==> src/rtl/npc_defs.sv <==
// Shared definitions for the fetch unit: FSM encoding, fault causes and
// the core reset address.
package npc_defs;

    typedef enum logic [1:0] {
        ST_IDLE = 2'b00,
        ST_AR   = 2'b01,
        ST_R    = 2'b10,
        ST_WB   = 2'b11
    } ifu_state_e;

    typedef enum logic [1:0] {
        FAULT_NONE     = 2'b00,
        FAULT_MISALIGN = 2'b01,
        FAULT_ACCESS   = 2'b10,
        FAULT_TIMEOUT  = 2'b11
    } fault_e;

    localparam logic [31:0] RESET_PC = 32'h8000_0000;
    localparam int          WDOG_W   = 8;

endpackage

==> src/rtl/ifu_wdog.sv <==
// Fetch watchdog: counts wait cycles spent in AR+R and flags the cycle
// in which the budget is exhausted without a completing handshake.
module ifu_wdog
    import npc_defs::*;
#(
    parameter int unsigned TIMEOUT = 255
) (
    input  logic clk,
    input  logic rst,
    input  logic clr,
    input  logic run,
    output logic expired
);

    localparam logic [WDOG_W-1:0] LIMIT = WDOG_W'(TIMEOUT);

    logic [WDOG_W-1:0] count;

    always_ff @(posedge clk) begin
        if (!rst) begin
            count <= '0;
        end else if (clr) begin
            count <= '0;
        end else if (run && !expired) begin
            count <= count + 1'b1;
        end
    end

    assign expired = run && (count == LIMIT);

endmodule

==> src/rtl/ifu.sv <==
// Instruction fetch unit: one fetch in flight, AXI-style read channel,
// registered result held for decode until accepted.
//
//   state   | meaning
//   IDLE    | waiting for pc_valid
//   AR      | presenting fetch_pc on the read-address channel
//   R       | waiting for read data (drain discards one stale beat first)
//   WB      | result (or fault) presented to decode
module ifu
    import npc_defs::*;
#(
    parameter int unsigned TIMEOUT = 255
) (
    input  logic        clk,
    input  logic        rst,
    input  logic [31:0] pc_in,
    input  logic        pc_valid,
    output logic        pc_en,
    output logic        mem_arvalid,
    input  logic        mem_arready,
    output logic [31:0] mem_araddr,
    input  logic        mem_rvalid,
    output logic        mem_rready,
    input  logic [31:0] mem_rdata,
    input  logic [1:0]  mem_rresp,
    output logic        inst_valid,
    input  logic        inst_ready,
    output logic [31:0] inst,
    output logic [31:0] inst_pc,
    output logic [1:0]  fault_cause
);

    ifu_state_e  state;
    fault_e      fault_q;
    logic [31:0] fetch_pc;
    logic        drain;

    logic aligned;
    logic r_done;
    logic wd_clr;
    logic wd_run;
    logic wd_expired;

    assign aligned = (pc_in[1:0] == 2'b00);
    // A beat seen while draining belongs to an abandoned fetch.
    assign r_done  = mem_rvalid && !drain;
    assign wd_clr  = (state == ST_IDLE) && pc_valid && aligned;
    assign wd_run  = ((state == ST_AR) && !mem_arready) ||
                     ((state == ST_R) && !r_done);

    ifu_wdog #(.TIMEOUT(TIMEOUT)) u_wdog (
        .clk     (clk),
        .rst     (rst),
        .clr     (wd_clr),
        .run     (wd_run),
        .expired (wd_expired)
    );

    assign mem_arvalid = (state == ST_AR);
    assign mem_rready  = (state == ST_R);
    assign inst_valid  = (state == ST_WB);
    assign mem_araddr  = fetch_pc;
    assign pc_en       = inst_valid && inst_ready;
    assign fault_cause = fault_q;

    always_ff @(posedge clk) begin
        if (!rst) begin
            state    <= ST_IDLE;
            fetch_pc <= '0;
            drain    <= 1'b0;
            inst     <= '0;
            inst_pc  <= '0;
            fault_q  <= FAULT_NONE;
        end else begin
            case (state)
                ST_IDLE: begin
                    if (pc_valid) begin
                        if (aligned) begin
                            fetch_pc <= pc_in;
                            state    <= ST_AR;
                        end else begin
                            inst    <= '0;
                            inst_pc <= pc_in;
                            fault_q <= FAULT_MISALIGN;
                            state   <= ST_WB;
                        end
                    end
                end
                ST_AR: begin
                    if (mem_arready) begin
                        state <= ST_R;
                    end else if (wd_expired) begin
                        inst    <= '0;
                        inst_pc <= fetch_pc;
                        fault_q <= FAULT_TIMEOUT;
                        state   <= ST_WB;
                    end
                end
                ST_R: begin
                    if (r_done) begin
                        inst    <= mem_rdata;
                        inst_pc <= fetch_pc;
                        fault_q <= (mem_rresp != 2'b00) ? FAULT_ACCESS : FAULT_NONE;
                        state   <= ST_WB;
                    end else begin
                        if (mem_rvalid) begin
                            drain <= 1'b0;
                        end
                        // The request is outstanding at the memory, so its
                        // late response must be swallowed by the next fetch.
                        if (wd_expired) begin
                            inst    <= '0;
                            inst_pc <= fetch_pc;
                            fault_q <= FAULT_TIMEOUT;
                            drain   <= 1'b1;
                            state   <= ST_WB;
                        end
                    end
                end
                ST_WB: begin
                    if (inst_ready) begin
                        state <= ST_IDLE;
                    end
                end
                default: state <= ST_IDLE;
            endcase
        end
    end

endmodule

==> config.mk <==
export PLATFORM = sky130hd
export DESIGN_NAME = ifu
export DESIGN_NICKNAME = d
export VERILOG_FILES = /design/src/rtl/npc_defs.sv /design/src/rtl/ifu_wdog.sv /design/src/rtl/ifu.sv
export SDC_FILE = /design/constraint.sdc
export NUM_CORES = 1
export LEC_CHECK = 0
export ABC_AREA = 0
export CORE_ASPECT_RATIO = 0.8
export CORE_MARGIN = 4
export CORE_UTILIZATION = 40
export CTS_BUF_LIST = sky130_fd_sc_hd__clkbuf_4 sky130_fd_sc_hd__clkbuf_8
export CTS_CLUSTER_DIAMETER = 120
export CTS_CLUSTER_SIZE = 40
export DETAILED_ROUTE_END_ITERATION = 12
export GPL_ROUTABILITY_DRIVEN = 1
export PLACE_DENSITY = 0.85
export SLEW_MARGIN = 20
export SYNTH_ARGS = -nofsm -noshare
export SYNTH_HDL_FRONTEND = slang
export SYNTH_HIERARCHICAL = 1
export SYNTH_SLANG_ARGS = --single-unit
==> constraint.sdc <==
create_clock -name clk -period 2.9 [get_ports clk]
set_input_delay 0.435 -clock clk [delete_from_list [all_inputs] [get_ports clk]]
set_output_delay 0.435 -clock clk [all_outputs]
set_load 0.05 [all_outputs]
## Word level (Yosys, flattened, before mapping)

Cells that the tools add are included.

| storage, ports and cells | value |
|---|---|
| register bits | 109 |
| latch bits | 0 |
| bits in writable memories | 0 |
| ROM bits | 0 |
| input port bits | 72 |
| output and inout bits | 102 |
| word-level logic and storage cells | 69 |
| memories | 0 |

| cells by class | value |
|---|---|
| $add $sub $neg | 1 |
| multipliers | 0 |
| div/mod/pow operators | 0 |
| $lt $le $gt $ge | 0 |
| equal/unequal tests | 8 |
| shift-type cells | 0 |
| mux-type cells | 28 |
| bitwise operators | 2 |
| reduce and logical (&&, ||, !) cells | 23 |

Operators with widths:

| kind | count |
|---|---|
| 32-bit 2-to-1 mux | 10 |
| 32-bit one-hot mux with 3 select lines | 2 |
| 2-bit 2-to-1 mux | 12 |
| 8-bit by 1-bit adder with 8-bit output, second input constant | 1 |
| 8-bit equality test, second input constant | 1 |
| 1-bit logical AND | 8 |
| 2-bit one-hot mux with 4 select lines | 1 |
| 2-bit != test, second input constant | 3 |
| 2-bit one-hot mux with 3 select lines | 1 |
| 3-bit AND reduction | 2 |
| 2-bit equality test, second input constant | 2 |
| 1-bit zero test | 4 |
| 2-bit zero test | 2 |
| 4-bit AND reduction | 1 |
| 2-bit nonzero test | 2 |
| 3-bit nonzero test | 1 |
| 2-bit by 1-bit equality test with 1-bit output, second input constant | 1 |
| 1-bit 2-to-1 mux | 2 |
| 2-bit by 1-bit != test with 1-bit output, second input constant | 1 |
| 1-bit NOT | 2 |
| 2-bit AND reduction | 1 |
| 2-bit OR reduction | 1 |
| 1-bit logical OR | 1 |

## Logic depth before layout (Yosys ltp)

Gate-level depths: netlist of the first run.

| depth | value |
|---|---|
| depth after elaboration | 9 |
| mapped depth | 11 |
| depth with buffers taken out | 10 |

## By module

The synthesis of the first run kept the hierarchy.

Modules (own cells, without submodules):

| module | instances | cells an instance | area each (µm²) | sequential area each (µm²) |
|---|---|---|---|---|
| ifu | 1 | 456 | 4214.0 | 2021.9 |
| ifu_wdog | 1 | 49 | 434.2 | 160.2 |

## Worst setup path after synthesis of the first run

OpenSTA, ideal clock, no wires.

| path | value |
|---|---|
| path type | register to register |
| from | reg state[1] |
| to | reg inst_pc[12] |
| library setup time | 0.122 ns |
| arrival time | 2.450 ns |
| slack | 0.328 ns |
| stages on the path, launching flop included | 12 |
| buffers on the path | 1 |
| clock period less this slack | 2.572 ns |
| path through | dfxtp_1 -> inv_1 -> ha_1 -> inv_1 -> o21ai_0 -> nand3_1 -> nor2_1 -> nor2b_1 -> o211a_4 -> buf_4 -> a22o_1 -> a221o_1 |

| on the way | value |
|---|---|
| longest elaborated chain between the ends | 7 |
| elaborated cells between the ends (all ways) | 16 |
| classes of those cells | eq/ne (5); mux (4); reduce/logical (7) |

Ends and longest elaborated chain:

| element | RTL line | RTL |
|---|---|---|
| start, declared | ifu.sv:33 | `ifu_state_e state;` |
| start signal, assigned | ifu.sv:68 | `state <= ST_IDLE;` |
| start signal, assigned | ifu.sv:80 | `state <= ST_AR;` |
| start signal, assigned | ifu.sv:85 | `state <= ST_WB;` |
| 2-bit by 1-bit equality test with 1-bit output / 2-bit equality test (equally long branches) | ifu.sv:48, ifu.sv:49 |  |
| 1-bit logical AND (on tied branches) | ifu.sv:48, ifu.sv:49 |  |
| 1-bit logical OR * | ifu.sv:48 | `assign wd_run = ((state == ST_AR) && !mem_arready) \|\|` |
| net wd_run | ifu.sv:41 | `logic wd_run;` |
| 1-bit logical AND * | ifu_wdog.sv:29 | `assign expired = run && (count == LIMIT);` |
| net wd_expired | ifu.sv:42 | `logic wd_expired;` |
| 32-bit 2-to-1 mux * | n/a |  |
| 32-bit 2-to-1 mux (on tied branches) | n/a |  |
| 32-bit one-hot mux with 3 select lines * | ifu.sv:75 | `case (state)` |
| end signal, assigned | ifu.sv:83 | `inst_pc <= pc_in;` |
| end signal, assigned | ifu.sv:94 | `inst_pc <= fetch_pc;` |
| end signal, assigned | ifu.sv:102 | `inst_pc <= fetch_pc;` |
| end, declared | ifu.sv:29 | `output logic [31:0] inst_pc,` |

Mark *: on every way through the listed nets, which the timed path passes. The rest lies on a longest branch. The select of a mux whose other input is x is not followed.
A chain may end at the register's enable or synchronous reset.

## Worst setup path in the final report of the first run

| path | value |
|---|---|
| from | reg state[1] |
| to | reg inst_pc[31] |

The elaborated chain is that of the path after synthesis.

==> results of run 1 <==
## through the flow
| stage | util (%) | cells | area (um2) | TNS, ns | setup WS (ns) |
|---|---|---|---|---|---|
| floorplan | - | 505 | 4650 | 0 | 0.328 |
| global placement | 58.2 | 796 | 6460 | 0 | 0.120 |
| detailed placement | 58.2 | 796 | 6460 | -1.99 | -0.0839 |
| CTS | 59.8 | 811 | 6640 | 0 | 0.0505 |
| global route | 59.9 | 812 | 6650 | 0 | 0.0527 |
| finish | 59.9 | 812 | 6650 | 0 | 0.181 |
## power by group through the flow
stage          Clock [W]  Sequential (W)  Combinational, W
2_1_floorplan          0         0.00227          0.000971
3_3_place_gp           0         0.00181           0.00202
3_5_place_dp           0         0.00182           0.00208
4_1_cts         0.000864         0.00179           0.00209
5_1_grt         0.000915         0.00181           0.00224
6_report        0.000835         0.00179           0.00210
## critical path, delay by kind of cell, from the launching register on
kind,cells,cell delay (ns)
fa+ha+maj,1,0.27
simple gates,3,0.67
flops,1,0.38
compound gates,3,1.11
buf+inv,2,0.22
## placed cells by master (no fill, tap or decap), types with 2 or more instances in the layout
cell type	instances
sky130_fd_sc_hd__nand3_1	3
sky130_fd_sc_hd__buf_4	10
sky130_fd_sc_hd__mux2i_1	3
sky130_fd_sc_hd__o21bai_1	2
sky130_fd_sc_hd__nand2b_1	4
sky130_fd_sc_hd__and3_1	2
sky130_fd_sc_hd__ha_1	8
sky130_fd_sc_hd__dfxtp_1	109
sky130_fd_sc_hd__and4_1	2
sky130_fd_sc_hd__nor2_1	37
sky130_fd_sc_hd__clkbuf_8	9
sky130_fd_sc_hd__nor2b_1	5
sky130_fd_sc_hd__a21oi_1	40
sky130_fd_sc_hd__a32o_1	32
sky130_fd_sc_hd__nand4_1	2
sky130_fd_sc_hd__a21oi_4	2
sky130_fd_sc_hd__inv_6	3
sky130_fd_sc_hd__a211oi_1	4
sky130_fd_sc_hd__o21ai_0	5
sky130_fd_sc_hd__a22o_1	32
sky130_fd_sc_hd__nor3_1	4
sky130_fd_sc_hd__clkdlybuf4s50_1	172
sky130_fd_sc_hd__inv_1	39
sky130_fd_sc_hd__nand2_1	73
sky130_fd_sc_hd__a221o_1	32
sky130_fd_sc_hd__o21a_1	2
sky130_fd_sc_hd__a31oi_1	2
## final cells by class
cell class / count / share of cell area (%)
Sequential cell: 109 / 32.8
Multi-Input combinational cell: 320 / 32.3
Timing Repair Buffer: 184 / 27.4
Tap cell: 144 / 2.71
Inverter: 40 / 2.26
Clock buffer: 9 / 1.86
Clock inverter: 6 / 0.715
## repair_timing
action,in CTS,in global routing
hold endpoints to repair,0,0
setup endpoints to repair,0,32
gates resized for setup,0,1
buffers inserted,0,0
## kinds of logic after synthesis
group / after synthesis
adders and majority gates: 8
and+or+nand+nor: 140
DFF: 109
AOI/OAI and AO/OA: 168
buffers and inverters: 77
muxes: 3
## final timing paths
| kind | startpoint | depth (start not counted) | slack [ns] | endpoint |
|---|---|---|---|---|
| worst max-delay path | state[1] | 9 | 0.18 | inst_pc[31] |
| worst min-delay path | mem_araddr[27] | 2 | 0.48 | mem_araddr[27] |
| worst max register to register | state[1] | 9 | 0.18 | inst_pc[31] |
| worst min register to register | mem_araddr[27] | 2 | 0.48 | mem_araddr[27] |
## metal layers
layer  GRT usage [%]  share of wire, %  vias to the layer above
li1                -                 -                     2156
met1            26.0                42                     2117
met2            33.6                46                      239
met3            5.80               9.9                       18
met4            6.15               1.4                        0
met5               0                 0                        -
## registers in the layout, summed over array words and instances, names as in the netlist
register      cells
inst             32
inst_pc          32
mem_araddr       32
u_wdog/count      8
fault_cause       2
state             2
drain             1
==> results.txt, run 1 <==
DRC violation total after the first TritonRoute iteration: 225
arrival time at the worst endpoint: 3.03 ns
CTS tree: built
number of remaining DRC errors: 0
status: complete, no violations
Pwr Density: 710 mW/mm2
final hold violation count: 0
most common flop cell mapped by yosys: sky130_fd_sc_hd__dfxtp_1
number of vias per cell after detailed routing: 5.58
clock tree skew after final layout: 0.00763 ns
path class of the lowest-slack min-delay path: register to register
synthesized-area fraction occupied by ao, oa, aoi and oai cells: 29.7%
switching portion of total power: 42.6%
most frequent cells after synthesis: sky130_fd_sc_hd__dfxtp_1, sky130_fd_sc_hd__nand2_1, sky130_fd_sc_hd__a21oi_1
Rel. slew slack: 49.5%
Clk Latency, worst-skew pair: 0.36 ns
GR Util All Layers: 20.5%
final estimated routing congestion in global placement: 0.822
DP HPWL: 10,000 um
cell-internal power: 0.00271 W
synthesized area: 0.00465 mm2
Rows: 34
register clock-pin slew on the reported worst setup and hold paths: 0.10 ns
Post-Synth Simple-Gate Area: 13.0%
Tmin final: 2.72 ns
sequential group share of total power: 37.9%
syn_nets: 585
clk sink count: 109
category of the worst setup path capture point: register
ordered cell list for the critical path: inv_1 > ha_1 > inv_1 > o21ai_0 > nand3_1 > nor2_1 > nand2_1 > a21oi_4 > a221o_1
count of input and output buffers: 173
RSZ-0062 raised after global routing: no
maximum clock frequency: 0.368 GHz
buffer cell driving the clock tree root: sky130_fd_sc_hd__clkbuf_8
multiplexer share of the synthesized area: 0.646%
x dimension of the die: 129 um
final count of pins violating max slew: 0
number of antenna violations at the first check in global routing: 0
ys async rst share: 0%
startpoint kind of the worst setup timing path: register
path type of the worst setup path: register to register
power dissipated by switching net loads: 0.00201 W
leakage power figure: 2.37 nW
global route overflow: 0
final setup vio count: 0
area of the die: 0.0134 mm2
number of global-route vias before repair: 4,459
area growth from synthesis to final layout: 43.1%
largest incremental delay on the critical path: 0.57 ns
placeable core area: 0.0111 mm2
IR Drop Worst-Case VDD: 0.372 mV
die span in y: 104 um
multi-input logic area: 0.00215 mm2
largest cells by area after synthesis: sky130_fd_sc_hd__dfxtp_1, sky130_fd_sc_hd__a221o_1, sky130_fd_sc_hd__a32o_1
Seq/Total Area, Yosys: 46.9%
clock power share: 17.7%
leading cell type by number of instances after synthesis: sky130_fd_sc_hd__dfxtp_1
area fraction of the dominant cell type after synthesis: 46.9%
io pins: 174
post-route fraction of the period consumed by the critical path: 93.7%
cell with the biggest individual delay on the critical path: sky130_fd_sc_hd__a21oi_4
highest fanout seen on the critical path: 16
Routed Antenna Nets: 0
Avg Cell Area, Syn: 9.20 um2
first drt pass iteration count: 4
MaxCap Viol Count: 0
Critical Path RT: 3.21 ns
Syn Inst Count: 505
number of H-tree levels: 3
Power Total: 0.00472 W
ANT cells: 0
count of flip-flops with a built-in enable after synthesis: 0
Initial Utilization: 41.9%
Netlist cell types: 50
slew of the pin with the lowest slew margin: 0.754 ns
vias after detailed routing: 4,530
dominant combinational cell family by area after synthesis: compound AO/OA/AOI/OAI gates
sequential cell area in the final layout: 0.00218 mm2
Final Hold Slack: 0.481 ns
first-pass GRT wire length: 22,400 um
number of warnings reported in the yosys synthesis log: 6
part of the power in combinational logic: 44.4%
Yosys reg bits: 109
fill count: 894
Final Net Count: 744
fraction of layout cells with a size suffix above 1: 6.29%
fraction of synthesized cell area in xor and xnor cells: 0%
pin count of the biggest net entering global routing: 53
cell repeated most along the worst path: sky130_fd_sc_hd__inv_1
biggest area consumer among synthesized cells: sky130_fd_sc_hd__dfxtp_1
Max Root-Sink Buffers: 2
hold-fix buffer count after cts: 0
post-DR wirelength/cell: 17.6 um
number of buffers created by CTS: 9
WL final: 14,300 um
synthesized-area fraction occupied by adder cells: 2.15%
(Power assumes the default switching activity.)
==> run 2, diff against run 1 <==
ABC_CLOCK_PERIOD_IN_PS = 2900   (was unset)
GPL_ROUTABILITY_DRIVEN = unset   (was 1)
==> results of run 2 <==
No change in the layout: final DEF, timing and power equal those of run 1.
==> run 3, diff against run 2 <==
==> constraint.sdc (replaced) <==
create_clock -name clk -period 2.9 [get_ports clk]
set_input_delay 0.435 -clock clk [delete_from_list [all_inputs] [get_ports clk]]
set_output_delay 0.435 -clock clk [all_outputs]
set_load 0.02 [all_outputs]
==> results of run 3 <==
The final DEF is identical to that of run 1. Status: complete, no violations.
Main changes from that run: total power 0.00472 W -> 0.00438 W; worst IR drop on VDD 0.372 mV -> 0.334 mV
